$ cat src/rtl/single_to_int.sv
// rtl/single_to_int.sv - IEEE-754 single-precision to signed 32-bit integer converter
//
// Converts one operand at a time with a bit-serial shifter. Rounding truncates toward zero.
// Out-of-range values and infinities saturate, and NaN returns 0x80000000.
//
// Ports:
//   clk, rstn           clock and asynchronous active-low reset
//   in_valid, in_ready  operand handshake; in_ready is high only while idle
//   a                   single-precision operand, captured on the accept edge
//   out_valid, out_ready result handshake; outputs hold while stalled
//   c                   two's-complement integer result
//   overflow            result saturated (|a| >= 2^31 or infinity)
//   invalid             operand was NaN
//   inexact             nonzero fraction bits were discarded

module single_to_int (
  input  logic        clk,
  input  logic        rstn,
  input  logic        in_valid,
  output logic        in_ready,
  input  logic [31:0] a,
  output logic        out_valid,
  input  logic        out_ready,
  output logic [31:0] c,
  output logic        overflow,
  output logic        invalid,
  output logic        inexact
);

  typedef enum logic [1:0] {IDLE, SHIFT, DONE} state_t;

  state_t      state;
  logic [31:0] mag;
  logic [4:0]  count;
  logic        left;
  logic        sign;

  logic [7:0]        exp_f;
  logic [22:0]       man;
  logic signed [8:0] e;
  logic              shift_left;
  logic [4:0]        shift_n;
  logic [31:0]       sat;

  assign exp_f = a[30:23];
  assign man   = a[22:0];
  assign e     = $signed({1'b0, exp_f}) - 9'sd127;
  assign sat   = a[31] ? 32'h8000_0000 : 32'h7FFF_FFFF;

  // The shift path is used only for exponent fields 127..157. There, |e-23| = |exp_f-150| <= 23.
  // Because the result is below 32, working mod 32 on the low five exponent bits is exact.
  // The low five bits of 150 are 22.
  assign shift_left = (exp_f > 8'd150);
  assign shift_n    = shift_left ? (exp_f[4:0] - 5'd22) : (5'd22 - exp_f[4:0]);

  assign in_ready  = (state == IDLE);
  assign out_valid = (state == DONE);

  always_ff @(posedge clk or negedge rstn) begin
    if (!rstn) begin
      state    <= IDLE;
      mag      <= '0;
      count    <= '0;
      left     <= 1'b0;
      sign     <= 1'b0;
      c        <= '0;
      overflow <= 1'b0;
      invalid  <= 1'b0;
      inexact  <= 1'b0;
    end else begin
      case (state)
        IDLE: begin
          if (in_valid) begin
            sign     <= a[31];
            overflow <= 1'b0;
            invalid  <= 1'b0;
            inexact  <= 1'b0;
            if (exp_f == 8'd0) begin
              c       <= '0;
              inexact <= |man;
              state   <= DONE;
            end else if (exp_f == 8'hFF) begin
              if (|man) begin
                c       <= 32'h8000_0000;
                invalid <= 1'b1;
              end else begin
                c        <= sat;
                overflow <= 1'b1;
              end
              state <= DONE;
            end else if (e >= 9'sd31) begin
              // -2^31 is the one representable value in this range.
              if (a == 32'hCF00_0000) begin
                c <= 32'h8000_0000;
              end else begin
                c        <= sat;
                overflow <= 1'b1;
              end
              state <= DONE;
            end else if (e[8]) begin
              c       <= '0;
              inexact <= 1'b1;
              state   <= DONE;
            end else begin
              mag   <= {8'b0, 1'b1, man};
              count <= shift_n;
              left  <= shift_left;
              state <= SHIFT;
            end
          end
        end
        SHIFT: begin
          if (count != 5'd0) begin
            if (left) begin
              mag <= mag << 1;
            end else begin
              mag <= mag >> 1;
              if (mag[0]) inexact <= 1'b1;
            end
            count <= count - 5'd1;
          end else begin
            c     <= sign ? (~mag + 32'd1) : mag;
            state <= DONE;
          end
        end
        DONE: begin
          if (out_ready) state <= IDLE;
        end
        default: state <= IDLE;
      endcase
    end
  end

endmodule
$ cat config.mk
export PLATFORM = sky130hd
export DESIGN_NAME = single_to_int
export DESIGN_NICKNAME = d
export VERILOG_FILES = /design/src/rtl/single_to_int.sv
export SDC_FILE = /design/constraint.sdc
export NUM_CORES = 1
export LEC_CHECK = 0
export BUFFER_PORTS_ARGS = -buffer_cell sky130_fd_sc_hd__buf_2
export CAP_MARGIN = 20
export CORE_MARGIN = 3
export CORE_UTILIZATION = 50
export CTS_CLUSTER_SIZE = 40
export DETAILED_ROUTE_END_ITERATION = 10
export MAX_ROUTING_LAYER = met4
export PLACE_DENSITY = 0.79
export SETUP_SLACK_MARGIN = 0.2
export SLEW_MARGIN = 15
export SYNTH_ARGS = -nofsm -noshare
export SYNTH_HDL_FRONTEND = slang
export SYNTH_SLANG_ARGS = --single-unit
$ cat constraint.sdc
create_clock -name clk -period 3.5 [get_ports clk]
set_input_delay 0.175 -clock clk [delete_from_list [all_inputs] [get_ports clk]]
set_output_delay 0.175 -clock clk [all_outputs]
set_load 0.01 [all_outputs]
==> results of run 1 <==
[cells by family after synthesis]
group / after synthesis / synth area share, %
DFF: 76 / 38.5
muxes: 35 / 7.18
xor gates and xnor gates: 36 / 6.39
and+or+nand+nor: 194 / 18.5
AOI/OAI and AO/OA: 171 / 22.2
adders and majority gates: 9 / 2.28
buffers and inverters: 55 / 4.87
[power by group]
| group | switching, mW | internal, mW | total (mW) |
|---|---|---|---|
| sequential | 0.431 | 1.23 | 1.66 |
| clock | 0.342 | 0.471 | 0.813 |
| combinational | 1.11 | 0.896 | 2.00 |
[worst register-to-register path: stages, from the launching register on]
cell      delay, ns
dfrtp_1        0.45
or4_4          0.57
a211o_1        0.41
or3_1          0.37
o31ai_2        0.26
xor2_1         0.20
o221ai_1       0.14
[flip-flops by register name, indices dropped and copies added, names as in the netlist]
register	cells
inexact	1
mag	32
c	32
invalid	1
left	1
sign	1
state	2
count	5
overflow	1
[how the worst max path moves through the flow]
stage	start	to
2_1_floorplan	mag[16]	c[29]
3_3_place_gp	count[0]	c[12]
3_5_place_dp	a[24]	count[0]
4_1_cts	mag[17]	c[29]
5_1_grt	mag[10]	c[30]
6_report	mag[18]	c[29]
[area by class of cell]
| cell class | count | share of cell area, % |
|---|---|---|
| timing repair buffer | 85 | 8.67 |
| multi-input combinational | 445 | 49.8 |
| sequential | 76 | 33.8 |
| clock buffer | 9 | 2.20 |
| tap | 129 | 2.87 |
| inverter | 9 | 0.601 |
| clock inverter | 7 | 2.05 |
[cells in the mapped netlist (7+ instances only)]
| master | count | area share [%] |
|---|---|---|
| nand3_1 | 8 | 0.81 |
| clkbuf_1 | 34 | 2.6 |
| a21oi_1 | 61 | 6.2 |
| o41ai_1 | 7 | 1.2 |
| o21ai_0 | 40 | 4.1 |
| a31oi_1 | 12 | 1.5 |
| ha_1 | 9 | 2.3 |
| dfrtp_1 | 76 | 39 |
| nor3_1 | 9 | 0.91 |
| o221ai_1 | 8 | 1.4 |
| o31ai_1 | 16 | 2.4 |
| nor4_1 | 9 | 1.1 |
| mux2i_1 | 32 | 6.5 |
| inv_1 | 9 | 0.68 |
| nand2_1 | 66 | 5.0 |
| or3_1 | 8 | 1.0 |
| xor2_1 | 12 | 2.1 |
| nor2_1 | 61 | 4.6 |
| xnor2_1 | 24 | 4.3 |
[cell usage in the layout (no fill, tap or decap), types with 3 or more instances in the layout]
cell type,synthesis,layout
a21oi_1,61,61
a31oi_1,12,12
buf_2,6,72
buf_4,3,9
bufinv_16,0,3
clkbuf_8,0,9
dfrtp_1,76,76
ha_1,9,9
inv_1,9,9
mux2_2,3,3
mux2i_1,32,32
nand2_1,66,66
nand2b_1,6,5
nand3_1,8,8
nand4_1,4,4
nor2_1,61,61
nor3_1,9,9
nor4_1,9,9
o21ai_0,40,40
o221ai_1,8,8
o31ai_1,16,16
o41ai_1,7,7
or3_1,8,8
or4_1,5,5
or4_4,3,3
xnor2_1,24,24
xor2_1,12,12
[metal layers]
layer | global-route usage [%] | wire, um
met4 | 10.2 | 391
met3 | 3.92 | 738
met2 | 33.5 | 5470
met1 | 33.1 | 5660
met5 | - | 0
[through the flow]
stage                     utilization [%]  power, mW  hold WS (ns)  setup slack, ns
after detailed placement             56.8       3.65         0.377            0.989
after global placement               56.8       3.58         0.366             1.09
after global routing                 59.7       4.82         0.105            0.839
final                                59.7       4.48        0.0922            0.955
after floorplan                         -       3.07        -0.121             1.23
after CTS                            59.5       4.47        0.0861            0.952
[timing repair]
| action | in CTS | in global routing |
|---|---|---|
| setup endpoints to repair | 0 | 0 |
| buffers inserted | 0 | 0 |
| hold endpoints to repair | 14 | 0 |
| hold buffers | 2 | 0 |
==> impl_metrics.env, run 1 <==
export IMPL_final_area_um2=5630
export IMPL_leakage_nw=2.41
export IMPL_synth_cell_types=60
export IMPL_placedInstanceArea_um2=5350
export IMPL_num_rows=35
export IMPL_worstPathArrival_ns=2.76
export IMPL_r2r_start="mag[18]"
export IMPL_cp_slowest_cell="or4_4"
export IMPL_crit_family="simple AND/OR/NAND/NOR gates"
export IMPL_seq_area_um2=1900
export IMPL_hold_depth=3
export IMPL_path_cells="or4_4, a211o_1, or3_1, o31ai_2, xor2_1, o221ai_1"
export IMPL_grt_pass1_wl_um=20700
export IMPL_grt_max_degree=64
export IMPL_grt_overflow=0
export IMPL_postCtsResizedCells=0
export IMPL_fin_crit_ns=2.54
export IMPL_synth_warnings=0
export IMPL_nets=671
export IMPL_relSlewSlack_pct=33.8
export IMPL_antenna_left=0
export IMPL_drtPass1Iterations=6
export IMPL_ff2ff_setup_slack_ns=0.96
export IMPL_maxCapViolations=0
export IMPL_ys_seq_elements=76
export IMPL_diodes=0
export IMPL_worst_clock_skew_ns=0.0137
export IMPL_multi_input_area_um2=2800
export IMPL_start_util_pct=52.4
export IMPL_min_to="mag[22]"
export IMPL_path_clk_slew_ns=0.09
export IMPL_worstSetupPathType="reg -> reg"
export IMPL_crit_buf_inv=0
export IMPL_slew_violations=0
export IMPL_clock_root_buffer="clkbuf_8"
export IMPL_die_x_um=105
export IMPL_syn_inst=576
export IMPL_synth_area_um2=4930
export IMPL_clk_latency_ns=0.37
export IMPL_min_delay_start="a[22]"
export IMPL_setup_viol=0
export IMPL_numCtsBuffers=9
export IMPL_fin_tns_setup_ns=0
export IMPL_rsz0062_at_grt="no"
export IMPL_ys_flop_type="dfrtp_1"
export IMPL_antenna_found_initial=0
export IMPL_dp_cells=741
export IMPL_drc=0
export IMPL_port_buffers=72
export IMPL_wirelength_um=12300
export IMPL_hold_class="in -> reg"
export IMPL_reg2reg_depth=6
export IMPL_dieArea_um2=11100
export IMPL_worstSetupPathDepth=6
export IMPL_place_congestion=0.912
export IMPL_grt_pass1_vias=4129
export IMPL_maxClockFrequency_mhz=393
export IMPL_worstPathRequired_ns=3.72
export IMPL_synth_fp_nets=621
export IMPL_dr_total_vias=4456
export IMPL_setup_worst_path_end_class="flip-flop"
export IMPL_hold_violations=0
export IMPL_path_max_fanout=6
export IMPL_clock_path_buffers=2
export IMPL_cp_slowest_stage_delay_ns=0.57
export IMPL_cts_sinks=76
export IMPL_chipHeight_um=105
export IMPL_power_density_nw_per_um2=797
export IMPL_ys_seq_area_share_pct=38.5
export IMPL_nFillCells=816
export IMPL_core_area_um2=9420
export IMPL_rr_endpoint="c[29]"
export IMPL_drt_initial_drc_count=321
export IMPL_dp_hpwl_um=8750
export IMPL_htreeDepth=3
export IMPL_viasPerCell=5.86
export IMPL_ir_drop_mv=0.305
export IMPL_syn_area_per_cell_um2=8.57
export IMPL_worst_pin_slew_ns=0.993
export IMPL_startpoint_type="flip-flop"
export IMPL_layoutNonFillerInstCount=760
export IMPL_layout_area_overhead_vs_synth_pct=14.0
export IMPL_cts_tree="yes"
export IMPL_synth_edf_count=0
export IMPL_async_flop_share_pct=100
export IMPL_grtUsageTotal_pct=23.6
export IMPL_routedWlPerCell_um=16.1
export IMPL_final_layout_size_suffix_gt1_share_pct=18.9
export IMPL_status="finished, final reports clean"
export IMPL_pin_count=73
export IMPL_min_period_over_period_pct=72.7
Power figures use the tool's default switching activity.
==> run 2, diff against run 1 <==
Settings changed: PLACE_DENSITY 0.79 to 0.82.
Clock period 3.5 ns to 2.1 ns, I/O delays scaled along.
==> run 2 against run 1 <==
Net effect: register-to-register slack worse by 1.4 ns; the flow now finishes with violations (setup timing); flip-flop and latch count is the same; clock-buffer cell count rose by 2.
==> impl_metrics.env, run 2 (synthesis results as in run 1) <==
export IMPL_status="finished with violations"
export IMPL_worstSetupPathDepth=7
export IMPL_nets=783
export IMPL_grt_pass1_vias=4870
export IMPL_layout_area_overhead_vs_synth_pct=54.2
export IMPL_path_cells="nor3_2, buf_4, nand4_1, or4_4, o41ai_2, xor2_1, o221ai_1"
export IMPL_clk_latency_ns=0.39
export IMPL_relSlewSlack_pct=60.8
export IMPL_finalPower_mw=11.0
export IMPL_antenna_left=0
export IMPL_cp_slowest_stage_delay_ns=0.54
export IMPL_hold_violations=0
export IMPL_dr_total_vias=6054
export IMPL_highest_layer="met4"
export IMPL_rr_endpoint="c[30]"
export IMPL_crit_start="mag[3]"
export IMPL_crit_buf_inv=1
export IMPL_drc=0
export IMPL_crit_family="simple AND/OR/NAND/NOR gates"
export IMPL_grt_max_degree=52
export IMPL_cts_tree="yes"
export IMPL_drtPass1Iterations=6
export IMPL_port_buffers=72
export IMPL_p_switching_mw=5.13
export IMPL_maxCapViolations=0
export IMPL_endpoint="c[30]"
export IMPL_diodes=0
export IMPL_dp_slack_ns=-0.171
export IMPL_fin_tns_setup_ns=-5.46
export IMPL_p_sw_share_pct=46.6
export IMPL_slew_violations=0
export IMPL_dr_wl_met2_um=10200
export IMPL_timing_final_ws_setup_ns=-0.465
export IMPL_die_x_um=105
export IMPL_routedWlPerCell_um=25.8
export IMPL_clock_root_buffer="clkbuf_8"
export IMPL_p_int_mw=5.89
export IMPL_start_util_pct=52.4
export IMPL_num_rows=35
export IMPL_hold_class="in -> reg"
export IMPL_path_max_fanout=4
export IMPL_htreeDepth=3
export IMPL_dp_hpwl_um=10100
export IMPL_ff2ff_setup_slack_ns=-0.46
export IMPL_seqPwrFrac_pct=23.9
export IMPL_largest_registers="c x32, mag x32, count x5"
export IMPL_power_frac_comb_pct=63.8
export IMPL_maxClockFrequency_mhz=390
export IMPL_place_congestion=0.890
export IMPL_grtUsageTotal_pct=28.4
export IMPL_dieArea_um2=11100
export IMPL_fin_util_pct=80.8
export IMPL_routed_wl_met3_um=2620
export IMPL_cts_sinks=76
export IMPL_drt_met1_wl_um=7820
export IMPL_setup_viol=44
export IMPL_ir_drop_mv=0.677
export IMPL_cp_slowest_cell="or4_4"
export IMPL_wirelength_um=22400
export IMPL_power_density_nw_per_um2=1450
export IMPL_layout_commonest_cell="buf_4"
export IMPL_min_period_over_period_pct=122
export IMPL_leakage_nw=3.28
export IMPL_antenna_found_initial=0
export IMPL_min_delay_start="a[5]"
export IMPL_grt_overflow=0
export IMPL_fin_crit_ns=2.56
export IMPL_core_area_um2=9420
export IMPL_setup_worst_path_end_class="flip-flop"
export IMPL_clock_path_buffers=2
export IMPL_nFillCells=461
export IMPL_rsz0062_at_grt="yes"
export IMPL_worstSetupPathType="reg -> reg"
export IMPL_grt_pass1_wl_um=24800
export IMPL_chipHeight_um=105
export IMPL_layoutNonFillerInstCount=871
export IMPL_numCtsBuffers=9
export IMPL_final_layout_size_suffix_gt1_share_pct=47.3
export IMPL_violations="setup timing"
export IMPL_startpoint_type="flip-flop"
export IMPL_drt_initial_drc_count=846
export IMPL_worst_clock_skew_ns=0.0234
export IMPL_r2r_start="mag[3]"
export IMPL_reg2reg_depth=7
export IMPL_viasPerCell=6.95
export IMPL_path_clk_slew_ns=0.09
export IMPL_worst_pin_slew_ns=0.589
export IMPL_p_clk_share_pct=12.3
export IMPL_final_cell_mix="86 x buf_4, 76 x dfrtp_1, 72 x buf_2, 55 x a21oi_1, 54 x nor2_1"
export IMPL_dp_cells=806
export IMPL_pin_count=73
export IMPL_worstPathArrival_ns=2.80
export IMPL_worstPathRequired_ns=2.33
==> run 2: worst min path at each step <==
| stage | cells after the start | endpoint |
|---|---|---|
| global route | 3 | mag[22] |
| global placement | 1 | c[22] |
| finish | 3 | mag[5] |
| floorplan | 0 | c[0] |
| detailed placement | 1 | c[15] |
| CTS | 3 | mag[22] |
==> run 2: cell type report <==
| class | count | area, um^2 | area share (%) |
|---|---|---|---|
| multi-input cells | 445 | 3630 | 47.7 |
| flip-flops and latches | 76 | 1900 | 25.0 |
| repair buffers | 197 | 1640 | 21.5 |
| well taps | 129 | 161 | 2.12 |
| clock buffers | 11 | 151 | 1.99 |
| clock inverters | 4 | 72.6 | 0.954 |
| inverters | 9 | 55.1 | 0.724 |
==> run 2: worst min-delay path, stage by stage <==
cell	delay (ns)
buf_2	0.09
a21oi_1	0.07
o21ai_2	0.10
==> run 2: power by group through the flow <==
stage / clock [mW] / combinational [mW] / sequential (mW)
floorplan: 0 / 2.48 / 2.67
global placement: 0 / 4.20 / 2.44
detailed placement: 0 / 4.34 / 2.49
CTS: 1.27 / 4.79 / 2.48
global route: 1.39 / 7.28 / 2.67
finish: 1.36 / 7.03 / 2.63
==> run 2: timing repair <==
| item | in CTS | in global routing |
|---|---|---|
| setup endpoints to repair | 64 | 69 |
| pin swaps | 17 | 72 |
| gates resized for setup | 46 | 187 |
| endpoints found under the hold margin | 26 | 0 |
| hold buffers | 2 | 0 |
| gates cloned | 2 | 9 |
| setup buffers | 11 | 26 |
==> run 2: metal layers <==
layer / vias up / GRT usage (%)
met5: - / -
met4: 0 / 14.0
met3: 200 / 4.29
met2: 615 / 44.9
met1: 2830 / 35.7
li1: 2409 / -
==> run 2: metrics by stage <==
stage | hold slack [ns] | area (um^2)
after detailed placement | 0.135 | 5900
after CTS | 0.0214 | 6440
after floorplan | -0.191 | 4980
after global routing | 0.0448 | 7610
final | 0.0220 | 7610
after global placement | 0.131 | 5900
